File: src/rtl/bit_reverser_stream_if.sv
// Valid/ready stream bundle for the bit/byte reorder engine.
// master = producer+consumer side, slave = engine side.
interface bit_reverser_stream_if #(
  parameter int WIDTH = 16
);
  logic             in_valid;
  logic             in_ready;
  logic [WIDTH-1:0] in_data;
  logic [1:0]       in_mode;
  logic             out_valid;
  logic             out_ready;
  logic [WIDTH-1:0] out_data;

  modport master (
    output in_valid,
    output in_data,
    output in_mode,
    output out_ready,
    input  in_ready,
    input  out_valid,
    input  out_data
  );

  modport slave (
    input  in_valid,
    input  in_data,
    input  in_mode,
    input  out_ready,
    output in_ready,
    output out_valid,
    output out_data
  );
endinterface

File: src/rtl/bit_reverser_stream.sv
// Two-stage streaming bit/byte reorder engine with valid/ready backpressure.
// Define BITREV_CNT_EN to add the xfer_cnt completed-transfer counter port.
module bit_reverser_stream #(
  parameter int WIDTH = 16
) (
  input  logic                 clk,
  input  logic                 rst,
  bit_reverser_stream_if.slave bus,
  output logic                 busy
`ifdef BITREV_CNT_EN
  ,
  output logic [15:0]          xfer_cnt
`endif
);

  localparam int NB = WIDTH / 8;

  if (WIDTH < 8 || (WIDTH % 8) != 0) begin : g_width_chk
    $error("bit_reverser_stream: WIDTH must be a multiple of 8 and >= 8");
  end

  function automatic logic [WIDTH-1:0] xform(
    input logic [WIDTH-1:0] d,
    input logic [1:0]       m
  );
    logic [WIDTH-1:0] r;
    r = d;
    unique case (m)
      2'b01: begin
        for (int i = 0; i < WIDTH; i++)
          r[i] = d[WIDTH-1-i];
      end
      2'b10: begin
        for (int k = 0; k < NB; k++)
          r[8*k +: 8] = d[8*(NB-1-k) +: 8];
      end
      2'b11: begin
        for (int k = 0; k < NB; k++)
          for (int j = 0; j < 8; j++)
            r[8*k+j] = d[8*k+7-j];
      end
      default: r = d;
    endcase
    return r;
  endfunction

  logic             s1_valid;
  logic [WIDTH-1:0] s1_data;
  logic [1:0]       s1_mode;
  logic             s2_valid;
  logic [WIDTH-1:0] s2_data;
  logic             s2_adv;
  logic             in_fire;

  // Ready never looks at in_valid, so the producer sees no comb loop.
  assign s2_adv       = !s2_valid || bus.out_ready;
  assign bus.in_ready = !s1_valid || s2_adv;
  assign in_fire      = bus.in_valid && bus.in_ready;

  assign bus.out_valid = s2_valid;
  assign bus.out_data  = s2_data;
  assign busy          = s1_valid || s2_valid;

  always_ff @(posedge clk or posedge rst) begin
    if (rst) begin
      s1_valid <= 1'b0;
      s1_data  <= '0;
      s1_mode  <= '0;
    end else begin
      if (in_fire) begin
        s1_data <= bus.in_data;
        s1_mode <= bus.in_mode;
      end
      s1_valid <= in_fire || (s1_valid && !s2_adv);
    end
  end

  always_ff @(posedge clk or posedge rst) begin
    if (rst) begin
      s2_valid <= 1'b0;
      s2_data  <= '0;
    end else if (s2_adv) begin
      s2_valid <= s1_valid;
      if (s1_valid)
        s2_data <= xform(s1_data, s1_mode);
    end
  end

`ifdef BITREV_CNT_EN
  always_ff @(posedge clk or posedge rst) begin
    if (rst)
      xfer_cnt <= '0;
    else if (s2_valid && bus.out_ready)
      xfer_cnt <= xfer_cnt + 16'd1;
  end
`endif

endmodule

File: src/flat_wrapper.sv
// flat-port wrapper written by rule: the top's interface ports become plain ports
module bit_reverser_stream_flat 
#(
  parameter int WIDTH = 16
)
  (clk, rst, busy, bus_in_valid, bus_in_data, bus_in_mode, bus_out_ready, bus_in_ready, bus_out_valid, bus_out_data);
  bit_reverser_stream_if #(.WIDTH(WIDTH)) bus_i ();
  input  logic clk;
  input  logic rst;
  output logic busy;
  input wire logic [$bits(bus_i.in_valid)-1:0] bus_in_valid;
  input wire logic [$bits(bus_i.in_data)-1:0] bus_in_data;
  input wire logic [$bits(bus_i.in_mode)-1:0] bus_in_mode;
  input wire logic [$bits(bus_i.out_ready)-1:0] bus_out_ready;
  output wire logic [$bits(bus_i.in_ready)-1:0] bus_in_ready;
  output wire logic [$bits(bus_i.out_valid)-1:0] bus_out_valid;
  output wire logic [$bits(bus_i.out_data)-1:0] bus_out_data;
  assign bus_i.in_valid = bus_in_valid;
  assign bus_i.in_data = bus_in_data;
  assign bus_i.in_mode = bus_in_mode;
  assign bus_i.out_ready = bus_out_ready;
  assign bus_in_ready = bus_i.in_ready;
  assign bus_out_valid = bus_i.out_valid;
  assign bus_out_data = bus_i.out_data;
  bit_reverser_stream #(.WIDTH(WIDTH)) u_core (.clk(clk), .rst(rst), .bus(bus_i), .busy(busy));
endmodule
File: config.mk
export PLATFORM = sky130hd
export DESIGN_NAME = bit_reverser_stream_flat
export DESIGN_NICKNAME = d
export VERILOG_FILES = /design/src/rtl/bit_reverser_stream_if.sv /design/src/rtl/bit_reverser_stream.sv /design/src/flat_wrapper.sv
export SDC_FILE = /design/constraint.sdc
export NUM_CORES = 1
export LEC_CHECK = 0
export ABC_AREA = 0
export ABC_CLOCK_PERIOD_IN_PS = 1400
export BUFFER_PORTS_ARGS = -buffer_cell sky130_fd_sc_hd__buf_2
export CORE_UTILIZATION = 40
export DETAILED_ROUTE_END_ITERATION = 8
export PLACE_DENSITY = 0.66
export SLEW_MARGIN = 10
export SYNTH_ARGS = -nofsm -noshare
export SYNTH_HDL_FRONTEND = slang
export SYNTH_SLANG_ARGS = --single-unit
File: constraint.sdc
create_clock -name clk -period 1.4 [get_ports clk]
set_input_delay 0.14 -clock clk [delete_from_list [all_inputs] [get_ports clk]]
set_output_delay 0.14 -clock clk [all_outputs]
set_load 0.03 [all_outputs]
Yosys cells after proc, flatten, opt, wreduce, memory -nomap -nowiden:

Index checks and enable logic that the tools add are counted.

* register bits: 36
* input bits: 22
* output and inout port bits: 19
* logic and storage cells: 19

* equal/unequal tests: 3
* mux-type cells: 1
* reduce and logical (&&, ||, !) cells: 10

Operators by type and width (number)
* 16-bit one-hot mux with 3 select lines: 1
* 2-bit equality test, second input constant: 2
* 1-bit logical OR: 4
* 1-bit zero test: 3
* 2-bit by 1-bit equality test with 1-bit output, second input constant: 1
* 1-bit logical AND: 2
* 2-bit AND reduction: 1

Depth between registers and ports, before layout:

* depth in word-level cells: 5
* depth in mapped cells: 6
* gate-level depth less buffers: 3

Least setup slack after synthesis:

No wires, ideal clock.

* path kind: register to register
* start: register u_core.s2_valid (netlist: u_core.bus.out_valid)
* end: register u_core.s1_data[0]
* library setup time: 0.125 ns
* arrival: 1.714 ns
* data required time: 1.275 ns
* setup slack: -0.438 ns
* cell stages (with the launch flop): 5
* buffers on the path: 1
* period minus slack after synthesis: 1.838 ns
* cells stage by stage: dfrtp_1 nand3b_1 nand2_2 buf_4 mux2_2

* cells in the longest elaborated chain, start to end: 4

Ends and longest elaborated chain
* start, declared: RTL line bit_reverser_stream.sv:50 `logic s2_valid;`
* start signal, assigned: RTL line bit_reverser_stream.sv:83 `s2_valid <= s1_valid;`
* 1-bit zero test: RTL line bit_reverser_stream.sv:56 `assign s2_adv = !s2_valid || bus.out_ready;`
* 1-bit logical OR: RTL line bit_reverser_stream.sv:56
* 1-bit logical OR: RTL line bit_reverser_stream.sv:57 `assign bus.in_ready = !s1_valid || s2_adv;`
* net bus_in_ready: RTL line flat_wrapper.sv:15 `output wire logic [$bits(bus_i.in_ready)-1:0] bus_in_ready;`
* 1-bit logical AND: RTL line bit_reverser_stream.sv:58 `assign in_fire = bus.in_valid && bus.in_ready;`
* end signal, assigned: RTL line bit_reverser_stream.sv:71 `s1_data <= bus.in_data;`
* end, declared: RTL line bit_reverser_stream.sv:48 `logic [WIDTH-1:0] s1_data;`

The timed path passes the listed nets, and every way through them passes these cells.
A chain may end at the register's enable or synchronous reset.

Worst setup path after layout:

* start: register u_core.s2_valid (netlist: u_core.bus.out_valid)
* end: output bus_in_ready

* cells in the longest elaborated chain, start to end: 3

Ends and longest elaborated chain (RTL line)
* 1-bit zero test: bit_reverser_stream.sv:56
* 1-bit logical OR: bit_reverser_stream.sv:56
* 1-bit logical OR: bit_reverser_stream.sv:57
* end, declared: flat_wrapper.sv:15

No other way between the ends.

==> results.yml <==
routing:
  post-route-drc-count: 0
  wl_um: 3490
  wl_per_cell_um: 15.9
  via_per_inst: 5.38
  dr.pass1.iters: 5
  drtIter0Drc: 21
  ant_nets: 0
  vias: 1178
sta:
  worst_slack_ns: 0.0498
  tightest_slew_ns: 0.460
  setup_tns_ns: 0
  final-setup-viol-count: 0
  slew_viol_final: 0
  finalHoldViolCount: 0
  finalCritPeriodShare: 0.964
  period_minus_slack_ns: 1.35
  fmax_ghz: 0.741
  finClkSkew_ns: 0.0107
  rsz0062_at_grt: "true"
  relSlewSlack: 0.693
global_routing:
  grt_max_degree: 37
  grt_pass1_vias: 1248
  track_usage: 0.187
  overflow: 0
  antenna_found_initial: 0
  grt_pass1_wl_um: 5860
logic_synthesis:
  seq_area_frac_synth: 0.554
  synth_top_cell_area_share: 0.554
  syn_area_um2: 1630
  yosysWarnings: 0
  syn-num-nets: 143
  syn_inst: 121
  synthTopCellsByArea: "dfrtp_1 55%, mux2_2 12%, mux2i_1 9.9%, o221ai_1 8.1%, o21ai_0 4.9%"
  ys_types: 19
  synth_seq_cells: 36
  avgSynthCellArea_um2: 13.4
  synth_area_leader_cell: "dfrtp_1"
floorplanning:
  die_h_um: 65.7
  die_area_um2: 4320
  fp.coreArea_um2: 3770
  start_util: 0.431
  ios: 41
  rows: 22
  die_w_um: 65.7
worst_setup_path:
  start_kind: "flop"
  cp.arrival_ns: 1.21
  worstSetupEndpointType: "output port"
  crit_required_ns: 1.26
  crit_type: "reg2out"
  path_max_fanout: 4
place:
  dp_cells: 209
  gp_congestion: 0.737
  dp_hpwl_um: 2460
  port_buffers: 40
  pre_cts_slack_ns: 0.0389
outcome:
  status: "completed"
finish:
  fin_cells: 219
  mostFrequentLayoutCell: "buf_2"
  nFillCells: 320
  antennaDiodeCount: 0
  fin_util: 0.573
  layout_common_cells: "39 x buf_2, 35 x dfrtp_1, 16 x mux2i_1, 16 x o21ai_0, 16 x o221ai_2"
  syn_to_final_growth_pct: 33.0
  drive_above_1_share: 0.567
  nets: 192
job:
  drv_cap: 0
power:
  vdd_drop_max_uv: 844
  cellPowerDensity_nw_per_um2: 1540
  total_power_mw: 3.34
  leakagePower_nw: 1.00
clock_network:
  cts-buffers-inserted: 5
  cts_tree: "built"
  clockBufferDepth: 2
  clk_pin_slew_ns: 0.07
  clock_sink_count: 36
  cts_root_buffer: "clkbuf_8"
  htreeDepth: 2
  clk_latency_ns: 0.29
hold_path:
  hp-class: "in2reg"
==> synth_stat cells <==
cell and number:
nand2_2 1, buf_4 1, buf_6 2, o21ai_0 16
inv_2 1, o221ai_1 15, nor2b_4 1, nand3b_1 2
or3_1 1, inv_1 1, o221ai_2 1, mux2_2 18
or2_2 2, nand2b_1 1, dfrtp_1 36, buf_2 3
clkbuf_1 2, mux2i_1 16, buf_8 1
==> timing repair <==
item                                    in CTS  in global routing
endpoints found under the hold margin       36                  0
buffers inserted                             0                  1
hold buffers                                 1                  0
gates resized for setup                      0                  7
endpoints found under the setup margin       0                 16
==> state kept, by name (all words and copies together) (netlist names) <==
name,cells
u_core.bus.out_data,16
u_core.bus.out_valid,1
u_core.s1_data,16
u_core.s1_mode,2
u_core.s1_valid,1
==> power by group <==
group,internal (mW),switching [mW]
sequential,1.27,0.144
combinational,0.490,0.741
clock,0.349,0.345
==> final cells by class <==
cell class | instances | area [µm²] | area share
Clock buffer | 7 | 76.3 | 0.0353
Clock inverter | 1 | 5.00 | 0.00231
Tap cell | 48 | 60.1 | 0.0278
Sequential cell | 36 | 902 | 0.417
Timing Repair Buffer | 51 | 312 | 0.144
Inverter | 2 | 7.51 | 0.00347
Multi-Input combinational cell | 74 | 800 | 0.370
==> final timing paths <==
check                                                      start                                  to  slack [ns]  depth (start not counted)
worst min register to register         u_core.s1_valid$_DFF_PP0_    u_core.bus.out_valid$_DFFE_PP0P_        0.52                          1
min in group asynchronous                                    rst       u_core.s1_data[1]$_DFFE_PP0P_        0.50                          4
worst max-delay path            u_core.bus.out_valid$_DFFE_PP0P_                        bus_in_ready        0.05                          3
max in group asynchronous                                    rst    u_core.bus.out_valid$_DFFE_PP0P_        0.55                          4
worst max register to register  u_core.bus.out_valid$_DFFE_PP0P_  u_core.bus.out_data[9]$_DFFE_PP0P_        0.06                          4
worst min-delay path                              bus_in_mode[0]       u_core.s1_mode[0]$_DFFE_PP0P_        0.08                          2
==> critical path, stage by stage, from the launching register on <==
cell and delay, ns:
dfrtp_2 0.42, nand3b_1 0.22, buf_4 0.17, buf_6 0.12
==> logic make-up after synthesis <==
kind of cell	Yosys count	synth area share
compound gates	32	0.139
buf+inv	11	0.0462
flops	36	0.554
mux	34	0.223
simple gates	8	0.0370
==> layer usage <==
layer	GRT usage	vias to the layer above	wire length [µm]
met5	0	-	0
met4	0.0652	0	36
met3	0.0642	4	132
met2	0.295	28	1680
met1	0.237	588	1640
li1	-	558	-
==> per-stage QoR <==
step	area (µm²)	hold slack [ns]
global route	2160	0.0660
CTS	2130	0.0748
floorplan	1780	0.248
finish	2160	0.0820
global placement	2040	0.254
detailed placement	2040	0.269
Note: power is estimated with default switching activity, not from simulation.
